==> config.mk <==
export PLATFORM = sky130hd
export DESIGN_NAME = fetch_queue_unit
export DESIGN_NICKNAME = d
export VERILOG_FILES = /design/src/rtl/fetch_queue_unit.sv
export SDC_FILE = /design/constraint.sdc
export NUM_CORES = 1
export LEC_CHECK = 0
export CAP_MARGIN = 0
export CORE_ASPECT_RATIO = 2
export CORE_MARGIN = 4
export CORE_UTILIZATION = 31
export DETAILED_ROUTE_END_ITERATION = 8
export PLACE_DENSITY = 0.61
export REMOVE_ABC_BUFFERS = 1
export SYNTH_ARGS = -nofsm -noshare
export SYNTH_HDL_FRONTEND = slang
export SYNTH_SLANG_ARGS = --single-unit
==> constraint.sdc <==
create_clock -name clk -period 6 [get_ports clk]
set_input_delay 1.2 -clock clk [delete_from_list [all_inputs] [get_ports clk]]
set_output_delay 1.2 -clock clk [all_outputs]
set_load 0.005 [all_outputs]
==> src/rtl/fetch_queue_unit.sv <==
// Instruction fetch stage: owns the fetch PC, issues I-cache word reads over a
// req/ready handshake and buffers returned words in a small FIFO for decode.
module fetch_queue_unit #(
    parameter int unsigned           WORD_SIZE   = 16,
    parameter int unsigned           DEPTH       = 2,
    parameter logic [WORD_SIZE-1:0]  RESET_PC    = '0,
    parameter logic [WORD_SIZE-1:0]  BUBBLE_INST = WORD_SIZE'(16'hB000)
) (
    input  logic                 clk,
    input  logic                 reset,
    output logic                 i_req,
    output logic [WORD_SIZE-1:0] i_addr,
    input  logic                 i_ready,
    input  logic [WORD_SIZE-1:0] i_data,
    input  logic                 is_stall,
    input  logic                 is_flush,
    input  logic [WORD_SIZE-1:0] redirect_pc,
    output logic [WORD_SIZE-1:0] inst,
    output logic [WORD_SIZE-1:0] inst_pc,
    output logic                 inst_valid
);

    localparam int unsigned PTR_W = (DEPTH > 1) ? $clog2(DEPTH) : 1;
    localparam int unsigned CNT_W = PTR_W + 1;

    typedef enum logic [1:0] {StIdle, StBusy, StDrop} state_e;

    state_e               state_q, state_d;
    logic [WORD_SIZE-1:0] fetch_pc_q, fetch_pc_d;
    logic [WORD_SIZE-1:0] i_addr_q, i_addr_d;
    logic                 i_req_q, i_req_d;
    logic [CNT_W-1:0]     count_q, count_d;
    logic [PTR_W-1:0]     rd_ptr_q, rd_ptr_d;
    logic [PTR_W-1:0]     wr_ptr_q, wr_ptr_d;
    logic [WORD_SIZE-1:0] data_mem [DEPTH];
    logic [WORD_SIZE-1:0] pc_mem   [DEPTH];

    logic             deq;
    logic             enq;
    logic [CNT_W-1:0] occ;
    logic             space;
    logic             space_after;

    assign inst_valid  = (count_q != '0);
    assign deq         = inst_valid & ~is_stall & ~is_flush;
    assign occ         = count_q - CNT_W'(deq);
    assign space       = occ < CNT_W'(DEPTH);
    // Room for one more word after the one being accepted this cycle.
    assign space_after = (occ + CNT_W'(1)) < CNT_W'(DEPTH);

    always_comb begin
        state_d    = state_q;
        fetch_pc_d = fetch_pc_q;
        i_req_d    = i_req_q;
        i_addr_d   = i_addr_q;
        enq        = 1'b0;
        unique case (state_q)
            StIdle: begin
                if (is_flush) begin
                    fetch_pc_d = redirect_pc;
                end else if (space) begin
                    i_req_d  = 1'b1;
                    i_addr_d = fetch_pc_q;
                    state_d  = StBusy;
                end
            end
            StBusy: begin
                if (i_ready) begin
                    if (is_flush) begin
                        i_addr_d   = redirect_pc;
                        fetch_pc_d = redirect_pc;
                    end else begin
                        enq        = 1'b1;
                        fetch_pc_d = i_addr_q + WORD_SIZE'(1);
                        if (space_after) begin
                            i_addr_d = i_addr_q + WORD_SIZE'(1);
                        end else begin
                            i_req_d = 1'b0;
                            state_d = StIdle;
                        end
                    end
                end else if (is_flush) begin
                    fetch_pc_d = redirect_pc;
                    state_d    = StDrop;
                end
            end
            StDrop: begin
                // Stale request still in flight; its data is thrown away.
                if (is_flush) begin
                    fetch_pc_d = redirect_pc;
                end
                if (i_ready) begin
                    i_addr_d = fetch_pc_d;
                    state_d  = StBusy;
                end
            end
            default: state_d = StIdle;
        endcase
    end

    always_comb begin
        count_d  = count_q;
        rd_ptr_d = rd_ptr_q;
        wr_ptr_d = wr_ptr_q;
        if (is_flush) begin
            count_d  = '0;
            rd_ptr_d = '0;
            wr_ptr_d = '0;
        end else begin
            if (deq) begin
                rd_ptr_d = rd_ptr_q + PTR_W'(1);
            end
            if (enq) begin
                wr_ptr_d = wr_ptr_q + PTR_W'(1);
            end
            count_d = occ + CNT_W'(enq);
        end
    end

    always_ff @(posedge clk or posedge reset) begin
        if (reset) begin
            state_q    <= StIdle;
            fetch_pc_q <= RESET_PC;
            i_req_q    <= 1'b0;
            i_addr_q   <= '0;
            count_q    <= '0;
            rd_ptr_q   <= '0;
            wr_ptr_q   <= '0;
        end else begin
            state_q    <= state_d;
            fetch_pc_q <= fetch_pc_d;
            i_req_q    <= i_req_d;
            i_addr_q   <= i_addr_d;
            count_q    <= count_d;
            rd_ptr_q   <= rd_ptr_d;
            wr_ptr_q   <= wr_ptr_d;
        end
    end

    always_ff @(posedge clk) begin
        if (enq) begin
            data_mem[wr_ptr_q] <= i_data;
            pc_mem[wr_ptr_q]   <= i_addr_q;
        end
    end

    assign i_req   = i_req_q;
    assign i_addr  = i_addr_q;
    assign inst    = inst_valid ? data_mem[rd_ptr_q] : BUBBLE_INST;
    assign inst_pc = inst_valid ? pc_mem[rd_ptr_q] : '0;

endmodule

==> results.toml <==
[worst_setup_path]
worstSetupPathType = "primary input to register"
worstSetupStartpoint = "is_flush"
rrSetupSlack_ns = 2.74
required_ns = 6.23
crit_arrival_ns = 3.81
cp_max_fo = 25
end_kind = "register"
worst_setup_path_start_kind = "primary input"
r2r_start = "state_q[1]$_DFFE_PP0P_"

[grt]
grt_max_degree = 40
grt_pass1_wl_um = 21700
antenna_found_initial = 0
grt_overflow = 0
grt_usage = 0.146
grt_pass1_vias = 4017

[timing]
drv_slew = 0
fmax_ghz = 0.280
worst_pin_slew_ns = 0.988
setup_violations = 0
hold_violations = 0
totalNegativeSetupSlack_ns = 0
slew_headroom = 0.341
rsz0062_at_grt = "false"
min_period_ns = 3.58
skew_ns = 0.00779
hold_ws_ns = 0.496
fin_crit_sh = 0.596

[detailed_routing]
vias = 3962
drt-pass1-iter-count = 5
viasPerCell = 5.30
antenna_violating_nets_post_route = 0
drt_iter0_drc = 241
route.detailed.drc = 0
wl_um = 13400
wire_per_inst_um = 17.9

[hold_path]
min-delay-start = "fetch_pc_q[3]$_DFFE_PP0N_"
hold_class = "register to register"

[layout]
drive_gt1_frac = 0.0662
mostFrequentLayoutCells = "86 x clkdlybuf4s50_1, 64 x edfxtp_1, 56 x nor2_1"
area_delta_synth_final_pct = 25.1
finalInstanceArea_mm2 = 0.00648
layout_commonest_cell = "clkdlybuf4s50_1"
fillCellCount = 1587
diodes = 0
layout.nets = 583

[yosys]
synth-seq-cells = 103
syn_area_mm2 = 0.00518
synth_enable_flop_cells = 64
syn_inst = 470
async_reset_ff_frac = 0.379
synthFlopType = "edfxtp_1"
yosysSeqAreaShare = 0.559
yosys_warnings = 0
ys_types = 56
syn_avg_cell_area_um2 = 11.0

[run]
cap_violations = 0

[clock_tree]
numCtsBuffers = 9
ctsHoldBuffers = 0
cts_root_buf = "clkbuf_16"
cts-resized-gates = 0
clock_path_buffers = 2
cts_setup_buffers = 0
h-tree-depth = 3
clk_latency_ns = 0.34
clkSinkCount = 103
cts_tree = "built"
path_clk_slew_ns = 0.07

[pwr]
p_leak_nw = 2.27
power-per-cell-area_mw_per_mm2 = 457
irDropWorstVdd_uv = 151

[floorplanning]
fp.dieW_um = 99.4
core_mm2 = 0.0164
pin_count = 87
die_h_um = 191
start_util = 0.317
rows = 66
dieArea_mm2 = 0.0190

[place]
place_congestion = 0.877
postPlaceCellArea_mm2 = 0.00620
portBuffers = 86
hpwl_um = 9560

[run_status]
outcome = "finished, final reports clean"
layer usage:
metal  wire (um)  up-vias  track usage  part of all wire
met5           0        -            0                 0
met4         307        0       0.0558             0.023
met3         585       18       0.0220             0.044
met2        7580      135        0.278              0.57
met1        4940     1940        0.158              0.37
li1            -     1869            -                 -
path summary, 6_finish.rpt:
kind | endpoint | cells after the start
min in group asynchronous | count_q[0]$_DFF_PP0_ | 3
hold reg to reg | fetch_pc_q[3]$_DFFE_PP0N_ | 2
setup / recovery | i_addr[9]$_DFFE_PP0P_ | 9
setup reg to reg | data_mem[0][5]$_DFFE_PP_ | 5
max in group asynchronous | rd_ptr_q$_DFFE_PP0P_ | 3
hold / removal | fetch_pc_q[3]$_DFFE_PP0N_ | 2
final cells by class:
type                    count  area [um2]  area share
clock buffers              10         229      0.0353
clock inverters             6        52.6     0.00810
inverters                  12        45.0     0.00695
multi-input cells         322        2100       0.325
flip-flops and latches    103        2900       0.447
well taps                 204         255      0.0394
repair buffers             91         898       0.139
Yosys cell counts, drive strengths merged (2+ instances only):
cell type / count / area, um2
a21oi: 22 / 110
inv: 12 / 45.0
nor4: 6 / 56.3
a22oi: 12 / 90.1
nand4: 5 / 37.5
or3: 3 / 18.8
o211ai: 6 / 50.1
nor2b: 5 / 31.3
edfxtp: 64 / 1920
clkbuf: 17 / 63.8
and3: 3 / 18.8
ha: 7 / 87.6
nand2b: 4 / 25.0
o22ai: 5 / 31.3
nand2: 28 / 105
dfrtp: 39 / 976
buf: 16 / 81.3
mux2i: 37 / 370
a31oi: 7 / 43.8
nand3: 10 / 55.1
o221ai: 4 / 35.0
nor2: 58 / 218
o22a: 5 / 43.8
xor2: 6 / 60.1
nor3: 10 / 61.3
o21bai: 3 / 22.5
mux2: 5 / 56.3
xnor2: 12 / 105
o31ai: 2 / 15.0
o21ai: 41 / 205
power by group:
part           switching [W]  internal (W)  total [W]
clock               0.000267      0.000290   0.000556
combinational       0.000646      0.000574    0.00122
sequential          0.000240      0.000947    0.00119
logic make-up (layout without fill, tap and decap cells):
group | count (synthesis) | in the layout | synth area share
XOR/XNOR | 18 | 18 | 0.0319
buffers and inverters | 45 | 119 | 0.0367
adder cells (fa/ha/maj) | 7 | 7 | 0.0169
AO/OA/AOI/OAI | 119 | 119 | 0.146
multiplexers | 42 | 42 | 0.0823
AND/OR/NAND/NOR | 136 | 136 | 0.127
flip-flops | 103 | 103 | 0.559
state kept, by name, summed over array words and instances, names as in the netlist:
| signal | count |
|---|---|
| rd_ptr_q | 1 |
| i_req | 1 |
| fetch_pc_q | 16 |
| count_q | 2 |
| state_q | 2 |
| i_addr | 16 |
| pc_mem | 32 |
| data_mem | 32 |
| wr_ptr_q | 1 |
stage by stage:
stage / total power (W) / util / setup slack (ns) / std cells
floorplan: 0.00186 / - / 2.62 / 437
global placement: 0.00238 / 0.379 / 2.14 / 732
detailed placement: 0.00242 / 0.379 / 2.07 / 732
CTS: 0.00299 / 0.397 / 2.43 / 748
global route: 0.00318 / 0.397 / 2.16 / 748
finish: 0.00296 / 0.397 / 2.42 / 748
worst max-delay path, stage by stage:
cell and delay, ns:
clkdlybuf4s50_1 0.61, nor3_1 0.27, ha_1 0.22, xor2_2 0.27, xnor2_1 0.17, o211ai_2 0.35, buf_4 0.35, nor3_1 0.10
a211o_1 0.27
(Power assumes the default switching activity.)
